File: src/rtl/icache_direct_mapped_pkg.sv
// Shared definitions for the direct-mapped instruction cache.
//   ICACHE_WORD_SIZE : default fetch word width
//   state_e          : controller state encoding (IDLE=0, FILL=1)
//   offset_w/index_w/tag_w : address field widths derived from geometry
package icache_direct_mapped_pkg;

  localparam int ICACHE_WORD_SIZE  = 16;
  localparam int ICACHE_LINE_WORDS = 4;
  localparam int ICACHE_NUM_LINES  = 4;

  typedef enum logic {
    ST_IDLE = 1'b0,
    ST_FILL = 1'b1
  } state_e;

  function automatic int offset_w(input int line_words);
    return $clog2(line_words);
  endfunction

  function automatic int index_w(input int num_lines);
    return $clog2(num_lines);
  endfunction

  function automatic int tag_w(input int word_size, input int line_words, input int num_lines);
    return word_size - $clog2(line_words) - $clog2(num_lines);
  endfunction

endpackage

File: src/rtl/icache_direct_mapped_array.sv
// Tag / valid / data storage for the direct-mapped instruction cache.
//   clk_i, rst_i     : clock, asynchronous active-high reset (valid bits only)
//   clear_all_i      : invalidate every line at the next posedge
//   rd_index_i       : combinational read port -> rd_tag_o, rd_valid_o, rd_line_o
//   wr_en_i ...      : synchronous write port (index, tag, line, valid)
module icache_array
  import icache_direct_mapped_pkg::*;
#(
  parameter int WORD_SIZE  = ICACHE_WORD_SIZE,
  parameter int LINE_WORDS = ICACHE_LINE_WORDS,
  parameter int NUM_LINES  = ICACHE_NUM_LINES,
  parameter int INDEX_W    = index_w(NUM_LINES),
  parameter int TAG_W      = tag_w(WORD_SIZE, LINE_WORDS, NUM_LINES)
) (
  input  logic                                  clk_i,
  input  logic                                  rst_i,
  input  logic                                  clear_all_i,
  input  logic [INDEX_W-1:0]                    rd_index_i,
  output logic [TAG_W-1:0]                      rd_tag_o,
  output logic                                  rd_valid_o,
  output logic [LINE_WORDS-1:0][WORD_SIZE-1:0]  rd_line_o,
  input  logic                                  wr_en_i,
  input  logic [INDEX_W-1:0]                    wr_index_i,
  input  logic [TAG_W-1:0]                      wr_tag_i,
  input  logic [LINE_WORDS-1:0][WORD_SIZE-1:0]  wr_line_i,
  input  logic                                  wr_valid_i
);

  logic [NUM_LINES-1:0]                 valid_q;
  logic [TAG_W-1:0]                     tag_q  [NUM_LINES];
  logic [LINE_WORDS-1:0][WORD_SIZE-1:0] data_q [NUM_LINES];

  assign rd_tag_o   = tag_q[rd_index_i];
  assign rd_valid_o = valid_q[rd_index_i];
  assign rd_line_o  = data_q[rd_index_i];

  // A clear in the same cycle as a write leaves the written line invalid.
  always_ff @(posedge clk_i or posedge rst_i) begin
    if (rst_i) begin
      valid_q <= '0;
    end else begin
      if (clear_all_i) begin
        valid_q <= '0;
      end else if (wr_en_i) begin
        valid_q[wr_index_i] <= wr_valid_i;
      end
    end
  end

  // Tag and data contents are qualified by valid, so they carry no reset.
  always_ff @(posedge clk_i) begin
    if (wr_en_i) begin
      tag_q[wr_index_i]  <= wr_tag_i;
      data_q[wr_index_i] <= wr_line_i;
    end
  end

endmodule

File: src/rtl/icache_direct_mapped.sv
// Blocking direct-mapped instruction cache between the datapath fetch port
// and backing memory.
//   Clk, Reset            : clock, asynchronous active-high reset
//   readM1, address1      : fetch request and word address
//   data1, M1busy         : fetched word (hit, same cycle) / stall indication
//   flush                 : invalidate all lines
//   mem_read, mem_address : line fill request, line-aligned address
//   mem_valid, mem_rdata  : one-cycle fill response, word 0 in LSBs
//   num_hit, num_miss     : saturating statistics counters
//   dbg_state_o           : controller state (0 = IDLE, 1 = FILL)
// Handshake: a fill request is raised by mem_read and held with a stable
// mem_address until a single-cycle mem_valid pulse delivers the line; the
// datapath sees M1busy=1 for every requested cycle without valid data1.
module icache_direct_mapped
  import icache_direct_mapped_pkg::*;
#(
  parameter int WORD_SIZE  = ICACHE_WORD_SIZE,
  parameter int LINE_WORDS = ICACHE_LINE_WORDS,
  parameter int NUM_LINES  = ICACHE_NUM_LINES
) (
  input  logic                            Clk,
  input  logic                            Reset,
  input  logic                            readM1,
  input  logic [WORD_SIZE-1:0]            address1,
  output logic [WORD_SIZE-1:0]            data1,
  output logic                            M1busy,
  input  logic                            flush,
  output logic                            mem_read,
  output logic [WORD_SIZE-1:0]            mem_address,
  input  logic                            mem_valid,
  input  logic [WORD_SIZE*LINE_WORDS-1:0] mem_rdata,
  output logic [WORD_SIZE-1:0]            num_hit,
  output logic [WORD_SIZE-1:0]            num_miss,
  output logic                            dbg_state_o
);

  localparam int OFFSET_W = offset_w(LINE_WORDS);
  localparam int INDEX_W  = index_w(NUM_LINES);
  localparam int TAG_W    = tag_w(WORD_SIZE, LINE_WORDS, NUM_LINES);

  state_e                 state_q, state_d;
  logic                   mem_read_q, mem_read_d;
  logic [WORD_SIZE-1:0]   mem_address_q, mem_address_d;
  logic                   flush_seen_q, flush_seen_d;
  logic [WORD_SIZE-1:0]   num_hit_q, num_miss_q;

  logic [OFFSET_W-1:0]    req_offset;
  logic [INDEX_W-1:0]     req_index;
  logic [TAG_W-1:0]       req_tag;
  logic [TAG_W-1:0]       rd_tag;
  logic                   rd_valid;
  logic [LINE_WORDS-1:0][WORD_SIZE-1:0] rd_line;
  logic [LINE_WORDS-1:0][WORD_SIZE-1:0] fill_line;
  logic                   hit;
  logic                   wr_en, wr_valid;
  logic                   hit_inc, miss_inc;

  assign req_offset = address1[OFFSET_W-1:0];
  assign req_index  = address1[OFFSET_W +: INDEX_W];
  assign req_tag    = address1[WORD_SIZE-1 -: TAG_W];
  assign fill_line  = mem_rdata;

  // The fill target comes from the latched line address, so a redirected
  // address1 during FILL does not disturb where the line lands.
  icache_array #(
    .WORD_SIZE  (WORD_SIZE),
    .LINE_WORDS (LINE_WORDS),
    .NUM_LINES  (NUM_LINES),
    .INDEX_W    (INDEX_W),
    .TAG_W      (TAG_W)
  ) u_array (
    .clk_i       (Clk),
    .rst_i       (Reset),
    .clear_all_i (flush),
    .rd_index_i  (req_index),
    .rd_tag_o    (rd_tag),
    .rd_valid_o  (rd_valid),
    .rd_line_o   (rd_line),
    .wr_en_i     (wr_en),
    .wr_index_i  (mem_address_q[OFFSET_W +: INDEX_W]),
    .wr_tag_i    (mem_address_q[WORD_SIZE-1 -: TAG_W]),
    .wr_line_i   (fill_line),
    .wr_valid_i  (wr_valid)
  );

  assign hit = rd_valid && (rd_tag == req_tag);

  always_comb begin
    state_d       = state_q;
    mem_read_d    = mem_read_q;
    mem_address_d = mem_address_q;
    flush_seen_d  = flush_seen_q;
    wr_en         = 1'b0;
    wr_valid      = 1'b0;
    data1         = '0;
    M1busy        = 1'b0;
    hit_inc       = 1'b0;
    miss_inc      = 1'b0;

    unique case (state_q)
      ST_IDLE: begin
        flush_seen_d = 1'b0;
        if (readM1) begin
          if (hit) begin
            data1   = rd_line[req_offset];
            hit_inc = 1'b1;
          end else begin
            M1busy   = 1'b1;
            miss_inc = 1'b1;
            // A flush this cycle wins; the miss is retried next cycle.
            if (!flush) begin
              state_d       = ST_FILL;
              mem_read_d    = 1'b1;
              mem_address_d = {address1[WORD_SIZE-1:OFFSET_W], {OFFSET_W{1'b0}}};
            end
          end
        end
      end
      ST_FILL: begin
        M1busy = readM1;
        if (flush) begin
          flush_seen_d = 1'b1;
        end
        if (mem_valid) begin
          wr_en        = 1'b1;
          wr_valid     = !(flush_seen_q || flush);
          mem_read_d   = 1'b0;
          flush_seen_d = 1'b0;
          state_d      = ST_IDLE;
        end
      end
      default: state_d = ST_IDLE;
    endcase

    // While reset is held the fetch port reports stall with no data.
    if (Reset) begin
      data1    = '0;
      M1busy   = readM1;
      hit_inc  = 1'b0;
      miss_inc = 1'b0;
    end
  end

  always_ff @(posedge Clk or posedge Reset) begin
    if (Reset) begin
      state_q       <= ST_IDLE;
      mem_read_q    <= 1'b0;
      mem_address_q <= '0;
      flush_seen_q  <= 1'b0;
      num_hit_q     <= '0;
      num_miss_q    <= '0;
    end else begin
      state_q       <= state_d;
      mem_read_q    <= mem_read_d;
      mem_address_q <= mem_address_d;
      flush_seen_q  <= flush_seen_d;
      if (hit_inc && (num_hit_q != '1)) begin
        num_hit_q <= num_hit_q + 1'b1;
      end
      if (miss_inc && (num_miss_q != '1)) begin
        num_miss_q <= num_miss_q + 1'b1;
      end
    end
  end

  assign mem_read    = mem_read_q;
  assign mem_address = mem_address_q;
  assign num_hit     = num_hit_q;
  assign num_miss    = num_miss_q;
  assign dbg_state_o = state_q;

endmodule
File: config.mk
export PLATFORM = sky130hd
export DESIGN_NAME = icache_direct_mapped
export DESIGN_NICKNAME = d
export VERILOG_FILES = /design/src/rtl/icache_direct_mapped_pkg.sv /design/src/rtl/icache_direct_mapped_array.sv /design/src/rtl/icache_direct_mapped.sv
export SDC_FILE = /design/constraint.sdc
export NUM_CORES = 1
export LEC_CHECK = 0
export CAP_MARGIN = 15
export CORE_MARGIN = 4
export CORE_UTILIZATION = 40
export CTS_CLUSTER_DIAMETER = 100
export DETAILED_ROUTE_END_ITERATION = 6
export PLACE_DENSITY = 0.57
export REMOVE_ABC_BUFFERS = 1
export SLEW_MARGIN = 0
export SYNTH_ARGS = -nofsm -noshare
export SYNTH_HDL_FRONTEND = slang
export SYNTH_SLANG_ARGS = --single-unit
File: constraint.sdc
create_clock -name Clk -period 18.65 [get_ports Clk]
set_input_delay 2.7975 -clock Clk [delete_from_list [all_inputs] [get_ports Clk]]
set_output_delay 2.7975 -clock Clk [all_outputs]
set_load 0.01 [all_outputs]
=== Word level (Yosys, flattened, before mapping) ===
Memories as Yosys holds them, arrays and structs flattened.
Index checks and enable logic that the tools add are counted.

* Add/subtract/negate cells: 2
* Order comparisons: 4
* Equal/unequal tests: 8
* Mux-type cells: 42
* Bitwise gates (word level): 3
* Reductions and logical operators: 9

{| class="wikitable"
|+ Operators by type and width
! cell !! count
|-
| 16-bit two-way mux || 5
|-
| 16-bit by 1-bit adder with 16-bit output (second input constant) || 2
|-
| 16-bit binary-select mux with 2-bit select || 1
|-
| 16-bit != test (second input constant) || 2
|-
| 1-bit two-way mux || 27
|-
| 12-bit equality test || 1
|-
| 2-bit by 3-bit less-than comparator with 1-bit output (second input constant) || 3
|-
| 4-bit two-way mux || 2
|-
| 2-bit != test (second input constant) || 4
|-
| 1-bit case mux with 2 select lines || 4
|-
| 4-bit AND reduction || 2
|-
| 4-bit bitwise mux || 1
|-
| 1-bit logical AND || 4
|-
| 3-bit != test (second input constant) || 1
|-
| 1-bit NOT || 3
|-
| 1-bit binary-select mux with 2-bit select || 1
|-
| 1-bit demux with 2-bit select || 1
|-
| 2-bit by 1-bit >= comparator with 1-bit output (second input constant) || 1
|-
| 2-bit nonzero test || 1
|-
| 1-bit logical NOT || 1
|-
| 1-bit logical OR || 1
|}

* Register bits after elaboration: 53
* Memory bits (writable): 304
* Input bits: 85
* Output and inout bits: 67
* Logic and storage cells: 77
* Memories: 2

{| class="wikitable"
|+ Memory list
! name !! depth !! bits a word !! read ports !! clocked after memory_dff !! wr ports !! line !! RTL
|-
| u_array.data_q || 4 || 64 || 1 || 0 || 1 || icache_direct_mapped_array.sv:31 || <nowiki>logic [LINE_WORDS-1:0][WORD_SIZE-1:0] data_q [NUM_LINES];</nowiki>
|-
| u_array.tag_q || 4 || 12 || 1 || 0 || 1 || icache_direct_mapped_array.sv:30 || <nowiki>logic [TAG_W-1:0] tag_q [NUM_LINES];</nowiki>
|}

=== Logic depth before layout (Yosys ltp) ===
Gate-level depths: netlist (run 1).

* Word-level depth: 8
* Gate-level depth with buffers: 12
* Gate-level depth less buffers: 8

=== Hierarchy ===
From an unflattened synthesis (run 1), not the netlist that was laid out.

* Cell total of the unflattened synthesis: 680
* Area, all modules: 14172.3 sq um

{| class="wikitable"
|+ By module, submodules not included
! module !! times used !! cells each !! area an instance (sq um) !! seq. area each (sq um)
|-
| icache_array || 1 || 418 || 11223.3 || 9228.9
|-
| icache_direct_mapped || 1 || 262 || 2949.1 || 1226.2
|}

=== Worst setup path after synthesis (run 1) ===
OpenSTA, ideal clock, no wires.

* Kind: input to register
* Start: input mem_valid
* End: register u_array.valid_q[0]
* Setup time: 381 ps
* Arrival: 8463 ps
* Data required time: 18269 ps
* Slack: 9806 ps
* Stages: 3
* Buffers on the path: 0
* Cell sequence: nand2_1 > nor3_1 > a211oi_1

* Cells in the longest elaborated chain, start to end: 5
* Elaborated cells between the ends (all ways): 8
* Classes of those cells: mux: 7; reduce/logical: 1

{| class="wikitable"
|+ RTL lines
! what !! line !! RTL
|-
| from (decl) || icache_direct_mapped.sv:30 || <nowiki>input logic mem_valid,</nowiki>
|-
| 1-bit two-way mux || icache_direct_mapped.sv:124 || <nowiki>if (mem_valid) begin</nowiki>
|-
| 1-bit two-way mux || icache_direct_mapped.sv:100 || <nowiki>unique case (state_q)</nowiki>
|-
| 4-bit bitwise mux || icache_direct_mapped_array.sv:45 || <nowiki>valid_q[wr_index_i] <= wr_valid_i;</nowiki>
|-
| 4-bit two-way mux || icache_direct_mapped_array.sv:44 || <nowiki>end else if (wr_en_i) begin</nowiki>
|-
| 4-bit two-way mux || icache_direct_mapped_array.sv:42 || <nowiki>if (clear_all_i) begin</nowiki>
|-
| to (signal, indexed assignment) || icache_direct_mapped_array.sv:45 ||
|-
| to (decl) || icache_direct_mapped_array.sv:29 || <nowiki>logic [NUM_LINES-1:0] valid_q;</nowiki>
|}

Several ways; a longest one is shown, not always the timed one. The select of a mux whose other input is x is not followed.
A chain may end at the register's enable or synchronous reset.

=== Final worst setup path (run 1) ===
* Start: input address1[3]
* End: output data1[15]

* Cells in the longest elaborated chain, start to end: 7
* Elaborated cells between the ends (all ways): 12
* Classes of those cells: eq/ne: 1; mux: 8; reduce/logical: 1; memory: 2

{| class="wikitable"
|+ RTL lines
! what !! line !! RTL
|-
| from (decl) || icache_direct_mapped.sv:24 || <nowiki>input logic [WORD_SIZE-1:0] address1,</nowiki>
|-
| memory read 4 x 12 bit (tied with other cells) || - ||
|-
| 12-bit equality test (tied with other cells) || icache_direct_mapped.sv:86 || <nowiki>assign hit = rd_valid && (rd_tag == req_tag);</nowiki>
|-
| 1-bit logical AND / 16-bit two-way mux (equally long branches) || icache_direct_mapped.sv:86, icache_direct_mapped.sv:105 ||
|-
| 16-bit two-way mux * || icache_direct_mapped.sv:104 || <nowiki>if (hit) begin</nowiki>
|-
| 16-bit two-way mux * || icache_direct_mapped.sv:103 || <nowiki>if (readM1) begin</nowiki>
|-
| 16-bit two-way mux * || icache_direct_mapped.sv:100 ||
|-
| 16-bit two-way mux * || icache_direct_mapped.sv:136 || <nowiki>if (Reset) begin</nowiki>
|-
| to (decl) || icache_direct_mapped.sv:25 || <nowiki>output logic [WORD_SIZE-1:0] data1,</nowiki>
|}

Every way passes the cells marked *; elsewhere a longest branch is shown, timed or not. The select of a mux whose other input is x is not followed.

==> flow_metrics.env, run 1 <==
export IMPL_post_route_min_period_ns=9.92
export IMPL_drt_iter0_markers=419
export IMPL_finalNetCount=985
export IMPL_port_buffers=149
export IMPL_fp_coreArea_mm2=0.0349
export IMPL_cts_hold_buf=0
export IMPL_path_cells="buf_4 > buf_4 > mux2i_1 > mux2i_1 > or3b_1 > or4_1 > nor3_4 > buf_4 > and3_1 > clkdlybuf4s50_1"
export IMPL_stdcell_area_mm2=0.0175
export IMPL_grt_antenna_before_repair=5
export IMPL_syn_to_final_growth_pct=22.7
export IMPL_synth_cells=726
export IMPL_wirelength_um=29700
export IMPL_leakage_uw=0.00605
export IMPL_dieArea_mm2=0.0388
export IMPL_fmax_mhz=101
export IMPL_critPathArrivalTime_ns=7.12
export IMPL_final_common_cell="edfxtp_1"
export IMPL_grt_start_max_net_pins=64
export IMPL_row_count=68
export IMPL_placed_cell_area_mm2=0.0163
export IMPL_timing_final_ws_setup_ns=8.73
export IMPL_use_met2_pct=24.6
export IMPL_hold_class="reg -> reg"
export IMPL_grt_pass1_wl_um=45600
export IMPL_synth_xor_area_share_pct=1.83
export IMPL_ctsResizeCount=0
export IMPL_cts_root_buf="clkbuf_16"
export IMPL_cp_buffers_inverters=4
export IMPL_ys_seq_area_share_pct=73.1
export IMPL_cts_clk_slew_worst_paths_ns=0.06
export IMPL_synth_compound_area_share_pct=1.44
export IMPL_synth_edf_count=304
export IMPL_hold_slack_ns=0.479
export IMPL_fin_skew_ns=0.0214
export IMPL_ant_nets=0
export IMPL_htree_levels=2
export IMPL_cpMostUsedCell="buf_4"
export IMPL_cts_setup_buffers=0
export IMPL_crit_slowest_cell="buf_4"
export IMPL_synthDistinctLibCells=53
export IMPL_groute_usage_overall_pct=15.1
export IMPL_peakVddDrop_mv=0.0726
export IMPL_ys_flop_type="edfxtp_1"
export IMPL_cp_top_family="buffers and inverters"
export IMPL_relSlewSlack_pct=34.2
export IMPL_syn_cell_area_mm2=0.0143
export IMPL_dp_cells=1312
export IMPL_synth_avg_cell_area_um2=19.7
export IMPL_ys_ff_latch=357
export IMPL_use_met3_pct=3.96
export IMPL_pre_cts_slack_ns=8.62
export IMPL_maxSlewViolCount=0
export IMPL_grt_setup_unrepaired="no"
export IMPL_grt_ovfl_total=0
export IMPL_die_h_um=197
export IMPL_slowest_delay_ns=0.70
export IMPL_cts_made_buffers=39
export IMPL_power_density_mw_per_mm2=104
export IMPL_route_detailed_drc=0
export IMPL_worst_pin_slew_ns=0.987
export IMPL_antennaDiodeCount=0
export IMPL_layout_cells_non_filler=1382
export IMPL_grt_busiest_layer="met2"
export IMPL_async_flop_share_pct=14.8
export IMPL_vias=7235
export IMPL_synth_area_mux_share_pct=16.6
export IMPL_met1_usage_pct=20.9
export IMPL_grt_pass1_vias=7695
export IMPL_hpwlAfterDp_um=17800
export IMPL_cts_sinks=357
export IMPL_io_pins=152
export IMPL_crit_fanout=47
export IMPL_drive_above_1_share_pct=20.0
export IMPL_n_fill_cell=2888
export IMPL_status="complete, no violations"
export IMPL_synthSimpleGateAreaFrac_pct=5.32
export IMPL_setup_viol=0
export IMPL_synth_top_family_by_area="multiplexers"
export IMPL_post_drt_wl_per_cell_um=21.5
export IMPL_synth_warnings=0
export IMPL_tns_ns=0
export IMPL_synthAdderAreaFrac_pct=0.175
export IMPL_period_share_pct=53.2
export IMPL_dr_pass1_iters=4
export IMPL_initial_core_util_pct=41.0
export IMPL_crit_type="in -> out"
export IMPL_mostFrequentLayoutCells="304 x edfxtp_1, 147 x clkdlybuf4s50_1, 83 x mux4_2, 53 x dfrtp_1, 40 x clkbuf_16"
export IMPL_clk_latency_ns=0.52
export IMPL_cts_tree="yes"
export IMPL_maxCapViolations=0
export IMPL_clockBufferDepth=3
export IMPL_critPathRequiredTime_ns=15.85
export IMPL_gp_congestion=0.744
export IMPL_end_kind="output port"
export IMPL_start_kind="input pin"
export IMPL_fp_dieW_um=197
export IMPL_viasPerCell=5.24
export IMPL_finalHoldViolations=0
report_power, final:
group          switching (µW)  leakage (µW)  internal, µW
Sequential               23.7       0.00345           913
Clock                     302      0.000602           426
Combinational            73.4       0.00200          79.5
Total                     399       0.00605          1420
sequential cells by signal, indices dropped and copies added, names as in the netlist:
signal and count:
u_array.data_q 256, u_array.tag_q 48, num_hit 16, num_miss 16, mem_address 14, u_array.valid_q 4
dbg_state_o 1, flush_seen_q 1, mem_read 1
through the flow:
step,total power [µW],utilization [%]
global route,1890,50.3
global placement,1110,46.8
floorplan,1020,-
CTS,1840,50.3
detailed placement,1110,46.8
finish,1820,50.3
cells by family (layout without fill, tap and decap cells):
logic type,Yosys count,count (layout)
flip-flops,357,357
AND/OR/NAND/NOR,138,138
multiplexers,130,130
buffers and inverters,40,240
AO/OA/AOI/OAI,29,29
XOR/XNOR,29,29
adder cells (fa/ha/maj),2,2
other,1,2
worst min-delay path: cells and delay by family (launching register included):
family,cells,cell delay (ns)
DFF,1,0.34
and+or+nand+nor,2,0.10
synth_stat cells, types with 3 or more instances:
master | number | area (µm²)
o21ai_0 | 5 | 25.0
or3_1 | 3 | 18.8
mux2i_1 | 22 | 220
buf_6 | 4 | 45.0
nor3_1 | 10 | 50.1
nand3_1 | 19 | 95.1
clkbuf_1 | 13 | 48.8
o22ai_1 | 3 | 18.8
mux4_2 | 83 | 1870
nand2_1 | 22 | 82.6
a211oi_1 | 4 | 30.0
dfrtp_1 | 53 | 1330
buf_4 | 5 | 37.5
nand4_1 | 7 | 43.8
xnor2_1 | 14 | 123
a21oi_1 | 4 | 20.0
nand2b_1 | 4 | 25.0
mux2_2 | 14 | 158
buf_1 | 3 | 11.3
xor2_1 | 14 | 123
nor2_1 | 22 | 82.6
buf_2 | 9 | 45.0
nor2b_1 | 4 | 25.0
and3_1 | 30 | 188
edfxtp_1 | 304 | 9130
mux2_1 | 11 | 124
inv_1 | 6 | 22.5
cell type report:
class / instances / area (µm²) / share of cell area [%]
Timing Repair Buffer: 164 / 1600 / 9.12
Multi-Input combinational cell: 330 / 3660 / 20.9
Sequential cell: 357 / 10500 / 59.6
Clock buffer: 45 / 1030 / 5.87
Clock inverter: 25 / 196 / 1.12
Tap cell: 455 / 569 / 3.25
Inverter: 6 / 23.8 / 0.136
worst paths after layout:
kind / start / endpoint / slack (ns) / cells after the start
min reg2reg: mem_read / mem_read / 0.48 / 2
min: mem_read / mem_read / 0.48 / 2
max in group asynchronous: Reset / num_miss[8] / 15.28 / 3
min in group asynchronous: Reset / num_miss[10] / 2.89 / 3
max reg2reg: u_array.tag_q[3][0] / mem_address[4] / 14.72 / 8
max: address1[3] / data1[15] / 8.73 / 10
per-layer routing:
metal	share of wire (%)	vias up
li1	-	3290
met1	45	3690
met2	47	203
met3	6.2	42
met4	1.4	10
met5	0.22	-
Note: power is estimated with default switching activity, not from simulation.
==> inputs of run 2 (changes only) <==
clock period = 10.1 ns   (was 18.65 ns; I/O delays follow)
==> run 2 against run 1 <==
Via count rose by 0.86%. Hold slack improved by 0.0096 ns. Clock power rose by 80%. Critical path depth unchanged. Final cell count hardly changed. Core utilization is 0.13 points lower. First-iteration DRC count is 9.5% higher. Wire length about the same. Non-clock buffer count unchanged. Clock skew hardly changed. Combinational power increased by 85%. Sequential power rose by 85%.
==> flow_metrics.env, run 2 (same netlist as run 1, synthesis figures left out) <==
export IMPL_end_kind="output port"
export IMPL_cpMostUsedCell="buf_4"
export IMPL_grt_pass1_vias=7899
export IMPL_mostFrequentLayoutCells="304 x edfxtp_1, 147 x clkdlybuf4s50_1, 83 x mux4_2, 53 x dfrtp_1, 40 x clkbuf_16"
export IMPL_vias=7297
export IMPL_cts_hold_buf=0
export IMPL_leakage_uw=0.00602
export IMPL_critPathRequiredTime_ns=8.59
export IMPL_fin_skew_ns=0.0209
export IMPL_post_route_min_period_ns=6.98
export IMPL_cts_root_buf="clkbuf_16"
export IMPL_row_count=68
export IMPL_maxSlewViolCount=0
export IMPL_timing_final_ws_setup_ns=3.12
export IMPL_fp_coreArea_mm2=0.0349
export IMPL_crit_slowest_cell="mux4_2"
export IMPL_grt_start_max_net_pins=64
export IMPL_io_pins=152
export IMPL_power_density_mw_per_mm2=190
export IMPL_dieArea_mm2=0.0388
export IMPL_period_share_pct=69.1
export IMPL_groute_usage_overall_pct=15.4
export IMPL_cts_clk_slew_worst_paths_ns=0.06
export IMPL_stdcell_area_mm2=0.0175
export IMPL_maxCapViolations=0
export IMPL_fmax_mhz=143
export IMPL_peakVddDrop_mv=0.151
export IMPL_final_util_pct=50.1
export IMPL_fp_dieW_um=197
export IMPL_crit_fanout=31
export IMPL_final_common_cell="edfxtp_1"
export IMPL_drt_iter0_markers=459
export IMPL_antennaDiodeCount=0
export IMPL_n_fill_cell=2895
export IMPL_grt_antenna_before_repair=4
export IMPL_finalNetCount=985
export IMPL_route_detailed_drc=0
export IMPL_crit_type="in -> out"
export IMPL_placed_cell_area_mm2=0.0163
export IMPL_cts_tree="yes"
export IMPL_cts_sinks=357
export IMPL_critPathArrivalTime_ns=5.46
export IMPL_setup_viol=0
export IMPL_status="complete, no violations"
export IMPL_cp_top_family="buffers and inverters"
export IMPL_cts_made_buffers=39
export IMPL_clk_latency_ns=0.52
export IMPL_cp_buffers_inverters=4
export IMPL_finalPower_uw=3330
export IMPL_drive_above_1_share_pct=18.7
export IMPL_cts_setup_buffers=0
export IMPL_die_h_um=197
export IMPL_grt_ovfl_total=0
export IMPL_htree_levels=2
export IMPL_ctsResizeCount=0
export IMPL_finalHoldViolations=0
export IMPL_tns_ns=0
export IMPL_hpwlAfterDp_um=17800
export IMPL_initial_core_util_pct=41.0
export IMPL_relSlewSlack_pct=33.3
export IMPL_syn_to_final_growth_pct=22.4
export IMPL_worst_pin_slew_ns=1.00
export IMPL_grt_pass1_wl_um=46500
export IMPL_viasPerCell=5.28
export IMPL_pre_cts_slack_ns=2.96
export IMPL_largest_reg_flops=256
export IMPL_multi_input_area_mm2=0.00366
export IMPL_ant_nets=0
export IMPL_gp_congestion=0.757
export IMPL_largest_register="u_array.data_q"
export IMPL_top_regs="u_array.data_q (256), u_array.tag_q (48)"
export IMPL_post_drt_wl_per_cell_um=21.5
export IMPL_path_cells="buf_4 > buf_4 > mux4_2 > xnor2_2 > nand4b_1 > or4_1 > nor3_4 > buf_4 > and3_1 > clkdlybuf4s50_1"
export IMPL_clockBufferDepth=3
export IMPL_port_buffers=149
export IMPL_grt_setup_unrepaired="no"
export IMPL_slowest_delay_ns=0.59
export IMPL_hold_class="reg -> reg"
export IMPL_dr_pass1_iters=6
export IMPL_wirelength_um=29600
export IMPL_seq_area_mm2=0.0105
export IMPL_start_kind="input pin"
==> run 2: final timing paths <==
kind / from / end / slack [ns] / cells past startpoint
max: address1[2] / data1[15] / 3.12 / 10
min: num_miss[14] / num_miss[14] / 0.49 / 1
max reg2reg: u_array.tag_q[3][0] / mem_address[4] / 6.22 / 8
min reg2reg: num_miss[14] / num_miss[14] / 0.49 / 1
max in group asynchronous: Reset / mem_address[4] / 8.02 / 3
min in group asynchronous: Reset / num_miss[14] / 1.61 / 3
==> run 2: layer usage <==
metal | wire length, µm | vias to the layer above | global-route usage [%]
met5 | 61 | - | 0
met4 | 489 | 8 | 3.26
met3 | 1750 | 43 | 3.77
met2 | 14000 | 177 | 24.9
met1 | 13300 | 3776 | 21.5
li1 | - | 3293 | -
==> run 2: stage by stage <==
| stage | std cells | hold slack (ns) |
|---|---|---|
| 6_report | 1381 | 0.488 |
| 5_1_grt | 1381 | 0.503 |
| 4_1_cts | 1381 | 0.490 |
| 3_5_place_dp | 1312 | 0.480 |
| 3_3_place_gp | 1312 | 0.464 |
| 2_1_floorplan | 693 | 0.480 |
==> run 2: area by class of cell <==
cell class,instances,area share (%)
Clock inverter,13,0.694
Clock buffer,56,6.07
Inverter,6,0.136
Tap cell,455,3.25
Multi-Input combinational cell,330,20.9
Timing Repair Buffer,164,9.14
Sequential cell,357,59.8
==> run 2: where the power goes <==
part | total (µW) | switching [µW] | internal (µW)
clock | 1310 | 533 | 781
combinational | 283 | 137 | 147
sequential | 1730 | 43.2 | 1690
total | 3330 | 713 | 2610
